--- src/rtl/nios2_oci_dct_capture_if.sv ---
// Trace-capture port bundle: OCI frame input, end-of-test controls,
// pop interface and buffer status.
interface nios2_oci_dct_capture_if #(
   parameter int FRAME_W = 30,
   parameter int COUNT_W = 4,
   parameter int DEPTH   = 16
);
   localparam int AW = $clog2(DEPTH);

   logic [FRAME_W-1:0]         dct_buffer;
   logic [COUNT_W-1:0]         dct_count;
   logic                       dct_valid;
   logic                       test_ending;
   logic                       test_has_ended;
   logic                       rd_req;
   logic [COUNT_W+FRAME_W-1:0] rd_data;
   logic                       rd_valid;
   logic [AW:0]                level;
   logic                       empty;
   logic                       full;
   logic [15:0]                overflow_cnt;
   logic [1:0]                 state;
   logic                       flush_done;

   modport master (
      output dct_buffer, dct_count, dct_valid,
      output test_ending, test_has_ended, rd_req,
      input  rd_data, rd_valid, level, empty, full,
      input  overflow_cnt, state, flush_done
   );

   modport slave (
      input  dct_buffer, dct_count, dct_valid,
      input  test_ending, test_has_ended, rd_req,
      output rd_data, rd_valid, level, empty, full,
      output overflow_cnt, state, flush_done
   );
endinterface

--- src/rtl/nios2_oci_dct_capture.sv ---
// OCI trace sink: DEPTH-entry frame buffer with wrap/stop-on-full,
// saturating loss counter and end-of-test drain sequence.
module nios2_oci_dct_capture #(
   parameter int FRAME_W   = 30,
   parameter int COUNT_W   = 4,
   parameter int DEPTH     = 16,
   parameter bit MODE_WRAP = 1'b1
) (
   input logic clk,
   input logic reset_n,
   nios2_oci_dct_capture_if.slave bus
);
   localparam int AW = $clog2(DEPTH);
   localparam int DW = COUNT_W + FRAME_W;

   typedef enum logic [1:0] {
      CAPTURE = 2'd0,
      DRAIN   = 2'd1,
      DONE    = 2'd2
   } state_t;

   state_t state_q, state_d;

   logic [DW-1:0] mem [DEPTH];
   logic [AW-1:0] wr_ptr, rd_ptr;
   logic [AW:0]   level_q;
   logic [DW-1:0] rd_data_q;
   logic          rd_valid_q;
   logic [15:0]   ovf_q;

   logic empty, full, wr, rd, lost, store, adv_rd, inc, dec;

   assign empty = (level_q == '0);
   assign full  = (level_q == (AW+1)'(DEPTH));
   assign wr    = bus.dct_valid && (bus.dct_count != '0)
                  && (state_q == CAPTURE);
   assign rd    = bus.rd_req && !empty;

   // a full buffer only loses a frame when no pop frees a slot
   assign lost   = wr && full && !rd;
   assign store  = wr && (!full || rd || MODE_WRAP);
   assign adv_rd = rd || (lost && MODE_WRAP);
   assign inc    = wr && !full;
   assign dec    = rd && !(wr && full);

   always_ff @(posedge clk) begin
      if (store)
         mem[wr_ptr] <= {bus.dct_count, bus.dct_buffer};
   end

   always_ff @(posedge clk or negedge reset_n) begin
      if (!reset_n) begin
         wr_ptr     <= '0;
         rd_ptr     <= '0;
         level_q    <= '0;
         rd_data_q  <= '0;
         rd_valid_q <= 1'b0;
         ovf_q      <= '0;
      end else begin
         rd_valid_q <= rd;
         if (rd)
            rd_data_q <= mem[rd_ptr];
         if (store)
            wr_ptr <= wr_ptr + AW'(1);
         if (adv_rd)
            rd_ptr <= rd_ptr + AW'(1);
         if (inc && !dec)
            level_q <= level_q + (AW+1)'(1);
         else if (dec && !inc)
            level_q <= level_q - (AW+1)'(1);
         if (lost && (ovf_q != 16'hFFFF))
            ovf_q <= ovf_q + 16'd1;
      end
   end

   always_ff @(posedge clk or negedge reset_n) begin
      if (!reset_n)
         state_q <= CAPTURE;
      else
         state_q <= state_d;
   end

   always_comb begin
      state_d = state_q;
      unique case (state_q)
         CAPTURE:
            if (bus.test_ending || bus.test_has_ended)
               state_d = DRAIN;
         DRAIN:
            if (empty && bus.test_has_ended)
               state_d = DONE;
         DONE:
            state_d = DONE;
         default:
            state_d = CAPTURE;
      endcase
   end

   assign bus.rd_data      = rd_data_q;
   assign bus.rd_valid     = rd_valid_q;
   assign bus.level        = level_q;
   assign bus.empty        = empty;
   assign bus.full         = full;
   assign bus.overflow_cnt = ovf_q;
   assign bus.state        = state_q;
   assign bus.flush_done   = (state_q == DONE);
endmodule

--- src/flat_wrapper.sv ---
// flat-port wrapper written by rule: the top's interface ports become plain ports
module nios2_oci_dct_capture_flat 
#(
   parameter int FRAME_W   = 30,
   parameter int COUNT_W   = 4,
   parameter int DEPTH     = 16,
   parameter bit MODE_WRAP = 1'b1
)
  (clk, reset_n, bus_dct_buffer, bus_dct_count, bus_dct_valid, bus_test_ending, bus_test_has_ended, bus_rd_req, bus_rd_data, bus_rd_valid, bus_level, bus_empty, bus_full, bus_overflow_cnt, bus_state, bus_flush_done);
  nios2_oci_dct_capture_if #(.FRAME_W(FRAME_W), .COUNT_W(COUNT_W), .DEPTH(DEPTH)) bus_i ();
  input logic clk;
  input logic reset_n;
  input wire logic [$bits(bus_i.dct_buffer)-1:0] bus_dct_buffer;
  input wire logic [$bits(bus_i.dct_count)-1:0] bus_dct_count;
  input wire logic [$bits(bus_i.dct_valid)-1:0] bus_dct_valid;
  input wire logic [$bits(bus_i.test_ending)-1:0] bus_test_ending;
  input wire logic [$bits(bus_i.test_has_ended)-1:0] bus_test_has_ended;
  input wire logic [$bits(bus_i.rd_req)-1:0] bus_rd_req;
  output wire logic [$bits(bus_i.rd_data)-1:0] bus_rd_data;
  output wire logic [$bits(bus_i.rd_valid)-1:0] bus_rd_valid;
  output wire logic [$bits(bus_i.level)-1:0] bus_level;
  output wire logic [$bits(bus_i.empty)-1:0] bus_empty;
  output wire logic [$bits(bus_i.full)-1:0] bus_full;
  output wire logic [$bits(bus_i.overflow_cnt)-1:0] bus_overflow_cnt;
  output wire logic [$bits(bus_i.state)-1:0] bus_state;
  output wire logic [$bits(bus_i.flush_done)-1:0] bus_flush_done;
  assign bus_i.dct_buffer = bus_dct_buffer;
  assign bus_i.dct_count = bus_dct_count;
  assign bus_i.dct_valid = bus_dct_valid;
  assign bus_i.test_ending = bus_test_ending;
  assign bus_i.test_has_ended = bus_test_has_ended;
  assign bus_i.rd_req = bus_rd_req;
  assign bus_rd_data = bus_i.rd_data;
  assign bus_rd_valid = bus_i.rd_valid;
  assign bus_level = bus_i.level;
  assign bus_empty = bus_i.empty;
  assign bus_full = bus_i.full;
  assign bus_overflow_cnt = bus_i.overflow_cnt;
  assign bus_state = bus_i.state;
  assign bus_flush_done = bus_i.flush_done;
  nios2_oci_dct_capture #(.FRAME_W(FRAME_W), .COUNT_W(COUNT_W), .DEPTH(DEPTH), .MODE_WRAP(MODE_WRAP)) u_core (.clk(clk), .reset_n(reset_n), .bus(bus_i));
endmodule
--- config.mk ---
export PLATFORM = sky130hd
export DESIGN_NAME = nios2_oci_dct_capture_flat
export DESIGN_NICKNAME = d
export VERILOG_FILES = /design/src/rtl/nios2_oci_dct_capture_if.sv /design/src/rtl/nios2_oci_dct_capture.sv /design/src/flat_wrapper.sv
export SDC_FILE = /design/constraint.sdc
export NUM_CORES = 1
export LEC_CHECK = 0
export ABC_AREA = 1
export CAP_MARGIN = 5
export CORE_UTILIZATION = 55
export CTS_BUF_LIST = sky130_fd_sc_hd__clkbuf_8 sky130_fd_sc_hd__clkbuf_16
export DETAILED_ROUTE_END_ITERATION = 16
export PLACE_DENSITY_LB_ADDON = 0.15
export RECOVER_POWER = 25
export SKIP_LAST_GASP = 1
export SYNTH_ARGS = -nofsm -noshare
export SYNTH_HDL_FRONTEND = slang
export SYNTH_SLANG_ARGS = --single-unit
--- constraint.sdc ---
create_clock -name clk -period 3.3 [get_ports clk]
set_input_delay 0.99 -clock clk [delete_from_list [all_inputs] [get_ports clk]]
set_output_delay 0.99 -clock clk [all_outputs]
set_load 0.01 [all_outputs]
==> impl_metrics.toml <==
[outcome]
status = "finished, violations left"
violations = "capacitance limit, slew limit"

[floorplanning]
core_area_um2 = 44500
io_pins = 101
initial_core_util_pct = 56.1
std_cell_rows = 77
die_w_um = 215
die_y_um = 215
die-area_um2 = 46300

[finish]
layout_commonest_cell = "nand2_1"
diodes = 0
fin_util_pct = 65.5
area_growth_pct = 16.8
most-common-layout-cells = "nand2_1 (916), edfxtp_1 (544), nand3_1 (412), clkdlybuf4s50_1 (81)"
final_nets = 2363
drive_above_1_share_pct = 7.84

[route]
drt_iter0_drc = 1604
viasPerCell = 5.66
drt_wl_total_um = 59300
drt_first_pass_iters = 5
drc = 0
final_antenna_net_count = 0
wl_per_cell_um = 20.1
vias = 16715

[placement]
io_buffer_count = 100
dp_hpwl_um = 33400
gp_congestion = 0.821

[critical_path]
crit_buf_inv = 2
regToRegEndpoint = "u_core.bus.level[4]"
cp_cell_sequence = "nor2_2 > nand4_1 > inv_1 > clkdlybuf4s50_1"
cp-end-kind = "output port"
rrSetupSlack_ps = 810
rr_worst_depth = 15
crit_path_max_fanout = 5
crit_type = "flop to output port"
worstPathArrival_ps = 2050
slowest_delay_ps = 540
rr_startpoint = "u_core.bus.state[1]"
cp-start-kind = "flop"
critical_path.top_delay_family = "buffers and inverters"
worstPathRequired_ps = 2310
slowest_stage = "clkdlybuf4s50_1"

[synthesis]
synth-seq-area-share_pct = 72.0
synth_cell_types = 32
ys_ff_latch = 610
synth_area_um2 = 25000
synth.net_count = 2252
ys_warn_count = 0
synth.avg_cell_area_um2 = 11.4
syn_inst = 2197

[worst_hold_path]
hp-class = "flop to flop"
min_to = "u_core.bus.rd_data[31]"
hold-path-cell-count = 2
hold_start = "u_core.bus.rd_data[31]"

[cts]
cts-resized-gates = 0
clockBufferDepth = 3
holdBufCountCts = 0
clk_pin_slew_ps = 60
clkSinkCount = 610
htreeDepth = 2
cts_buffers = 60
clkLatencyLatePin_ps = 620
cts_setup_buffers = 0
cts_root_buf = "clkbuf_16"
cts_tree = "built"

[timing]
fin_skew_ps = 20.7
fin_tns_setup_ps = 0
period_share_pct = 92.0
setup_viol = 0
fmax_mhz = 329
slew_headroom_pct = -45.1
finalHoldViolCount = 0
rsz0062_at_grt = "no"
report.final.slew_viol_count = 32
worst_pin_slew_ps = 2180
layout_min_cycle_time_ps = 3040

[power]
peakVddDrop_mv = 0.712
p_per_area_nw_per_um2 = 831
finalPower_w = 0.0243
leakagePower_nw = 11.2

[global_route]
grt_max_degree = 176
overflow = 0
antenna_found_initial = 0
grt_pass1_vias = 16420
grtUsageTotal_pct = 26.3
grt_pass1_wl_um = 93600

[job]
max_cap_viol_count = 1
stage by stage:
stage	std cells	hold slack, ps	setup WS, ps	area [µm²]
global route	2952	504	167	29200
finish	2952	477	265	29200
global placement	2838	463	-187	27100
detailed placement	2838	464	-156	27100
floorplan	2197	502	-67.7	25000
CTS	2952	361	207	29200
power breakdown:
group	internal, W	switching, W
clock network	0.00421	0.00283
logic	0.00258	0.00524
registers	0.00903	0.000367
total	0.0158	0.00844
state kept, by name, indices dropped and copies added, names as in the netlist:
name	flops
u_core.mem	544
u_core.bus.rd_data	34
u_core.bus.rd_valid	1
u_core.bus.overflow_cnt	16
u_core.wr_ptr	4
u_core.rd_ptr	4
u_core.bus.level	5
u_core.bus.state	2
worst max path at each step:
stage / startpoint / to / slack (ps) / cells after the start
floorplan: bus_dct_count[3] / u_core.mem[11][0] / -70 / 6
global placement: bus_dct_count[3] / u_core.bus.level[4] / -190 / 14
detailed placement: bus_dct_count[3] / u_core.bus.level[4] / -160 / 14
CTS: u_core.bus.level[0] / bus_full / 210 / 4
global route: u_core.bus.level[0] / bus_full / 170 / 4
finish: u_core.bus.level[0] / bus_full / 260 / 4
synth_stat cells (all sizes together):
| library cell | number | area [µm²] |
|---|---|---|
| xor2 | 15 | 131 |
| o21ai | 10 | 50.1 |
| inv | 32 | 120 |
| nand2 | 918 | 3450 |
| nand4 | 5 | 31.3 |
| a21oi | 5 | 25.0 |
| a21boi | 1 | 7.51 |
| fa | 1 | 20.0 |
| clkinv | 1 | 3.75 |
| nand3 | 414 | 2090 |
| dfrtp | 66 | 1650 |
| edfxtp | 544 | 16300 |
| nor2 | 40 | 165 |
| nor3 | 3 | 20.0 |
| buf | 106 | 578 |
| ha | 14 | 175 |
| xnor2 | 4 | 35.0 |
| nor3b | 2 | 15.0 |
| clkbuf | 13 | 48.8 |
| o21bai | 1 | 7.51 |
| a31oi | 2 | 18.8 |
area by class of cell:
cell class	count	area, µm²
clock buffers	64	1580
clock inverters	50	489
fillers	3367	15300
inverters	33	134
multi-input cells	1435	6360
flip-flops and latches	610	18000
well taps	592	741
repair buffers	168	1870
tightest hold or removal path, delay by kind of cell (launching register included):
| family | cells | cell delay (ps) |
|---|---|---|
| DFF | 1 | 340 |
| and+or+nand+nor | 2 | 110 |
cells by family (layout without fill, tap and decap cells):
kind of cell / count (synthesis) / count (layout) / synth area share [%]
DFF: 610 / 610 / 72.0
buffers and inverters: 152 / 315 / 3.01
AOI/OAI and AO/OA: 19 / 19 / 0.436
adders and majority gates: 15 / 15 / 0.781
and+or+nand+nor: 1382 / 1382 / 23.1
xor gates and xnor gates: 19 / 19 / 0.666
per-layer routing:
layer	track usage, %	share of wire, %	up-vias
met5	0	0	-
met4	8.91	2.4	0
met3	3.64	6.8	88
met2	43.3	49	643
met1	36.4	42	8215
li1	-	-	7769
Power figures use the tool's default switching activity.
